<file path="src/rtl/stopwatch_pkg.sv">
// Shared types and constants for the stopwatch counter.
package stopwatch_pkg;

    typedef enum logic {
        STOPPED = 1'b0,
        RUNNING = 1'b1
    } state_t;

    typedef logic [3:0] bcd_t;

    localparam bcd_t BCD_NINE     = 4'd9;
    localparam bcd_t SEC_TENS_MAX = 4'd5;

endpackage

</file>
<file path="src/rtl/edge_sync.sv">
// Level synchroniser followed by a one-cycle rising-edge pulse generator.
module edge_sync
    import stopwatch_pkg::*;
#(
    parameter int SYNC_STAGES = 2
) (
    input  logic input_clk,
    input  logic input_reset,
    input  logic input_level,
    output logic output_rise
);

    logic [SYNC_STAGES-1:0] r_sync;
    logic                   r_prev;
    logic                   w_sync_out;

    assign w_sync_out  = r_sync[SYNC_STAGES-1];
    assign output_rise = w_sync_out & ~r_prev;

    // Shift the asynchronous level through the synchroniser and remember the last synced value.
    always_ff @(posedge input_clk or posedge input_reset) begin
        if (input_reset) begin
            r_sync <= '0;
            r_prev <= 1'b0;
        end else begin
            r_sync <= {r_sync[SYNC_STAGES-2:0], input_level};
            r_prev <= w_sync_out;
        end
    end

endmodule

</file>
<file path="src/rtl/stopwatch_counter.sv">
// BCD minutes:seconds stopwatch advanced by rising edges of a slow tick input.
module stopwatch_counter
    import stopwatch_pkg::*;
#(
    parameter int SYNC_STAGES = 2,
    parameter int MAX_MINUTES = 59
) (
    input  logic       input_clk,
    input  logic       input_reset,
    input  logic       input_tick,
    input  logic       input_start_stop,
    input  logic       input_clear,
    output logic [7:0] output_seconds,
    output logic [7:0] output_minutes,
    output logic       output_running,
    output logic       output_wrap
);

    // Last minutes value split into BCD digits for the wrap compare.
    localparam bcd_t MIN_TENS_MAX  = bcd_t'(MAX_MINUTES / 10);
    localparam bcd_t MIN_UNITS_MAX = bcd_t'(MAX_MINUTES % 10);

    state_t r_state;
    state_t w_state_nxt;
    bcd_t   r_sec_u, r_sec_t, r_min_u, r_min_t;
    bcd_t   w_sec_u, w_sec_t, w_min_u, w_min_t;
    logic   r_wrap;
    logic   w_wrap;
    logic   w_tick_rise;
    logic   w_count_en;

    edge_sync #(
        .SYNC_STAGES(SYNC_STAGES)
    ) u_tick_sync (
        .input_clk  (input_clk),
        .input_reset(input_reset),
        .input_level(input_tick),
        .output_rise(w_tick_rise)
    );

    // Ticks are judged against the state held before any toggle in the same cycle.
    assign w_count_en = w_tick_rise && (r_state == RUNNING);

    // State register for the run/stop FSM.
    always_ff @(posedge input_clk or posedge input_reset) begin
        if (input_reset) begin
            r_state <= STOPPED;
        end else begin
            r_state <= w_state_nxt;
        end
    end

    // Next state: a start/stop pulse toggles between STOPPED and RUNNING.
    always_comb begin
        w_state_nxt = r_state;
        if (input_start_stop) begin
            w_state_nxt = (r_state == RUNNING) ? STOPPED : RUNNING;
        end
    end

    // Next count: clear beats increment; BCD digits ripple carries without a binary intermediate.
    always_comb begin
        w_sec_u = r_sec_u;
        w_sec_t = r_sec_t;
        w_min_u = r_min_u;
        w_min_t = r_min_t;
        w_wrap  = 1'b0;
        if (input_clear) begin
            w_sec_u = '0;
            w_sec_t = '0;
            w_min_u = '0;
            w_min_t = '0;
        end else if (w_count_en) begin
            if (r_sec_u != BCD_NINE) begin
                w_sec_u = r_sec_u + 4'd1;
            end else begin
                w_sec_u = '0;
                if (r_sec_t != SEC_TENS_MAX) begin
                    w_sec_t = r_sec_t + 4'd1;
                end else begin
                    w_sec_t = '0;
                    if ((r_min_t == MIN_TENS_MAX) && (r_min_u == MIN_UNITS_MAX)) begin
                        w_min_u = '0;
                        w_min_t = '0;
                        w_wrap  = 1'b1;
                    end else if (r_min_u != BCD_NINE) begin
                        w_min_u = r_min_u + 4'd1;
                    end else begin
                        w_min_u = '0;
                        w_min_t = r_min_t + 4'd1;
                    end
                end
            end
        end
    end

    // Count digits and the wrap pulse are registered so outputs have no input path.
    always_ff @(posedge input_clk or posedge input_reset) begin
        if (input_reset) begin
            r_sec_u <= '0;
            r_sec_t <= '0;
            r_min_u <= '0;
            r_min_t <= '0;
            r_wrap  <= 1'b0;
        end else begin
            r_sec_u <= w_sec_u;
            r_sec_t <= w_sec_t;
            r_min_u <= w_min_u;
            r_min_t <= w_min_t;
            r_wrap  <= w_wrap;
        end
    end

    assign output_seconds = {r_sec_t, r_sec_u};
    assign output_minutes = {r_min_t, r_min_u};
    assign output_running = (r_state == RUNNING);
    assign output_wrap    = r_wrap;

endmodule

</file>
<file path="config.mk">
export PLATFORM = sky130hd
export DESIGN_NAME = stopwatch_counter
export DESIGN_NICKNAME = d
export VERILOG_FILES = /design/src/rtl/stopwatch_pkg.sv /design/src/rtl/edge_sync.sv /design/src/rtl/stopwatch_counter.sv
export SDC_FILE = /design/constraint.sdc
export NUM_CORES = 1
export LEC_CHECK = 0
export BUFFER_PORTS_ARGS = -buffer_cell sky130_fd_sc_hd__buf_4
export CORE_MARGIN = 4
export CORE_UTILIZATION = 50
export DETAILED_ROUTE_END_ITERATION = 7
export PLACE_DENSITY = 0.74
export RECOVER_POWER = 100
export SLEW_MARGIN = 20
export SYNTH_ARGS = -nofsm -noshare
export SYNTH_HDL_FRONTEND = slang
export SYNTH_SLANG_ARGS = --single-unit
</file>
<file path="constraint.sdc">
create_clock -name input_clk -period 4.1 [get_ports input_clk]
set_input_delay 0.41 -clock input_clk [delete_from_list [all_inputs] [get_ports input_clk]]
set_output_delay 0.41 -clock input_clk [all_outputs]
set_load 0.005 [all_outputs]
</file>
==> results.sh <==
export IMPL_num_antenna_cells=0
export IMPL_switching_share_pct=25.87
export IMPL_final_nets=147
export IMPL_cp_max_fo=8
export IMPL_clk_path_buf_depth=2
export IMPL_cp_slowest_cell="or4_1"
export IMPL_cts_hold_buf=0
export IMPL_cp_start_kind="flop"
export IMPL_routedWlPerCell_um=12.94
export IMPL_fin_area_um2=1284
export IMPL_drtIter0Drc=10
export IMPL_ys_top_cells_by_area="dfrtp_1 (47%), ha_1 (9.0%), a21oi_1 (6.3%)"
export IMPL_path_class="reg -> reg"
export IMPL_switching_power_uw=93.83
export IMPL_drv_slew=0
export IMPL_tns_ns=0
export IMPL_die_h_um=55.06
export IMPL_yosysSeqAreaShare_pct=47.46
export IMPL_hold_viol=0
export IMPL_drcViolationCount=0
export IMPL_drtAntennaViolNets=0
export IMPL_grt_pass1_vias=827
export IMPL_period_share_pct=49.72
export IMPL_synth_nets=125
export IMPL_vdd_drop_max_uv=265.4
export IMPL_power_frac_seq_pct=61.8
export IMPL_antenna_found_initial=0
export IMPL_endpoint_kind="flop"
export IMPL_vias_per_cell=5.488
export IMPL_cts_tree="yes"
export IMPL_start_util_pct=54.23
export IMPL_dpl_instance_area_um2=1281
export IMPL_io_buffer_count=22
export IMPL_grtUsageTotal_pct=16.16
export IMPL_crit_arrival_ns=2.28
export IMPL_status="completed"
export IMPL_rsz0062_at_grt="false"
export IMPL_core_um2=2042
export IMPL_cts_buffers=3
export IMPL_report_final_setup_viol=0
export IMPL_min_period_ns=2.039
export IMPL_fin_skew_ns=0.01021
export IMPL_worst_slew_pin_slew_ns=0.7948
export IMPL_post_cts_buffers=0
export IMPL_critPathRequiredTime_ns=4.35
export IMPL_place_congestion=0.7884
export IMPL_synth_cell_types=31
export IMPL_path_clk_slew_ns=0.13
export IMPL_grt_pass1_wl_mm=3.553
export IMPL_root_buffer="clkbuf_4"
export IMPL_powerDensity_nw_per_um2=282.5
export IMPL_path_buf_inv=1
export IMPL_drv_cap=0
export IMPL_fmax_ghz=0.4905
export IMPL_fp_dieW_um=55.06
export IMPL_pwr_share_comb_pct=10.0
export IMPL_drt_total_wl_mm=2.070
export IMPL_crit_chain="inv_1 > ha_1 > and3b_1 > nand4_1 > or4_1 > a21oi_1"
export IMPL_rows=16
export IMPL_leakage_uw=0.0005741
export IMPL_final_cell_mix="clkbuf_4 (21), dfrtp_1 (21), a21oi_1 (14)"
export IMPL_dr_pass1_iters=4
export IMPL_ys_warnings_count=0
export IMPL_cts_sinks=21
export IMPL_drive_gt1_share_pct=21.80
export IMPL_areaGrowthSynthToFinish_pct=15.93
export IMPL_grt_overflow=0
export IMPL_clock_latency_ns=0.30
export IMPL_relSlewSlack_pct=46.95
export IMPL_synth_area_leader_cell="dfrtp_1"
export IMPL_ioPinCount=23
export IMPL_via_count=878
export IMPL_regToRegSetupSlack_ns=2.06
export IMPL_yosysTopAreaCellShare_pct=47.46
export IMPL_power_frac_clock_pct=28.1
export IMPL_critPathMaxStageDelay_ns=0.58
export IMPL_syn_cell_area_um2=1107
export IMPL_critical_path_top_delay_family="simple AND/OR/NAND/NOR gates"
export IMPL_dpl_hpwl_mm=1.539
export IMPL_h_tree_depth=1
export IMPL_hold_path_class="in -> reg"
export IMPL_die_area_um2=3032
export IMPL_p_int_uw=268.9
export IMPL_cts_resized=0
export IMPL_syn_inst=112
export IMPL_ys_ff_latch=21
export IMPL_grt_max_degree=22
export IMPL_syn_avg_cell_area_um2=9.887
## worst paths after layout
path,start,end,depth (start not counted)
max,r_sec_u[1],r_min_t[3],6
min,input_tick,u_tick_sync.r_sync[0],1
max reg2reg,r_sec_u[1],r_min_t[3],6
min reg2reg,u_tick_sync.r_sync[0],u_tick_sync.r_sync[1],0
max in group asynchronous,input_reset,r_min_u[0],2
min in group asynchronous,input_reset,u_tick_sync.r_sync[0],2
## synthesized netlist by cell type, drive strengths merged
| cell type | instances |
|---|---|
| xor2 | 1 |
| a41oi | 1 |
| nor4 | 2 |
| nand3b | 2 |
| and3b | 4 |
| o21ai | 5 |
| nand4b | 1 |
| nand2 | 9 |
| nand4 | 2 |
| or3b | 1 |
| nand3 | 5 |
| nor2 | 9 |
| a31oi | 1 |
| dfrtp | 21 |
| and4 | 1 |
| or3 | 5 |
| nor3 | 2 |
| nor3b | 1 |
| inv | 7 |
| or4 | 3 |
| buf | 3 |
| mux2i | 1 |
| a21oi | 14 |
| a311oi | 1 |
| ha | 8 |
| clkbuf | 2 |
## routing by layer
| layer | vias up | share of wire (%) | GRT usage [%] |
|---|---|---|---|
| li1 | 440 | - | - |
| met5 | - | 0 | 0 |
| met3 | 2 | 4.6 | 3.217 |
| met4 | 0 | 0.82 | 6.883 |
| met2 | 17 | 46 | 24.80 |
| met1 | 419 | 49 | 22.11 |
## sequential cells by signal, summed over array words and instances (netlist names)
| name | count |
|---|---|
| r_sec_t | 4 |
| r_min_u | 4 |
| r_sec_u | 4 |
| u_tick_sync.r_prev | 1 |
| r_min_t | 4 |
| u_tick_sync.r_sync | 2 |
| output_wrap | 1 |
| output_running | 1 |
## power groups by stage
| stage | sequential [uW] | combinational [uW] | clock (uW) |
|---|---|---|---|
| final | 224 | 36.4 | 102 |
| after global routing | 226 | 41.6 | 116 |
| after CTS | 225 | 39.5 | 107 |
| after detailed placement | 229 | 39.2 | 0 |
| after global placement | 228 | 38.8 | 0 |
| after floorplan | 228 | 21.5 | 0 |
## layout make-up
cell class	instances	area (um^2)
Inverter	7	26.28
Multi-Input combinational cell	79	510.5
Fill cell	179	758.2
Timing Repair Buffer	22	157.7
Tap cell	27	33.78
Sequential cell	21	525.5
Clock inverter	1	7.507
Clock buffer	3	22.52
## kinds of logic (layout without fill, tap and decap cells)
| logic type | Yosys count | in the layout | synth area share [%] |
|---|---|---|---|
| fa+ha+maj | 8 | 8 | 9.040 |
| simple gates | 47 | 47 | 26.44 |
| mux | 1 | 1 | 0.9040 |
| buf+inv | 12 | 33 | 4.634 |
| compound gates | 22 | 22 | 10.74 |
| flops | 21 | 21 | 47.46 |
| xor+xnor | 1 | 1 | 0.7911 |
## metrics by stage
step | setup slack [ns] | power (uW) | instances | utilization, % | hold WS [ns]
finish | 2.061 | 362.7 | 160 | 62.87 | 0.2223
global route | 1.905 | 384.1 | 160 | 62.87 | 0.1968
CTS | 2.143 | 371.5 | 160 | 64.22 | 0.1867
detailed placement | 2.161 | 267.9 | 156 | 62.75 | 0.3387
global placement | 2.236 | 266.8 | 156 | 62.75 | 0.3395
floorplan | 2.346 | 249.2 | 112 | - | 0.3312
Note: power is estimated with default switching activity, not from simulation.
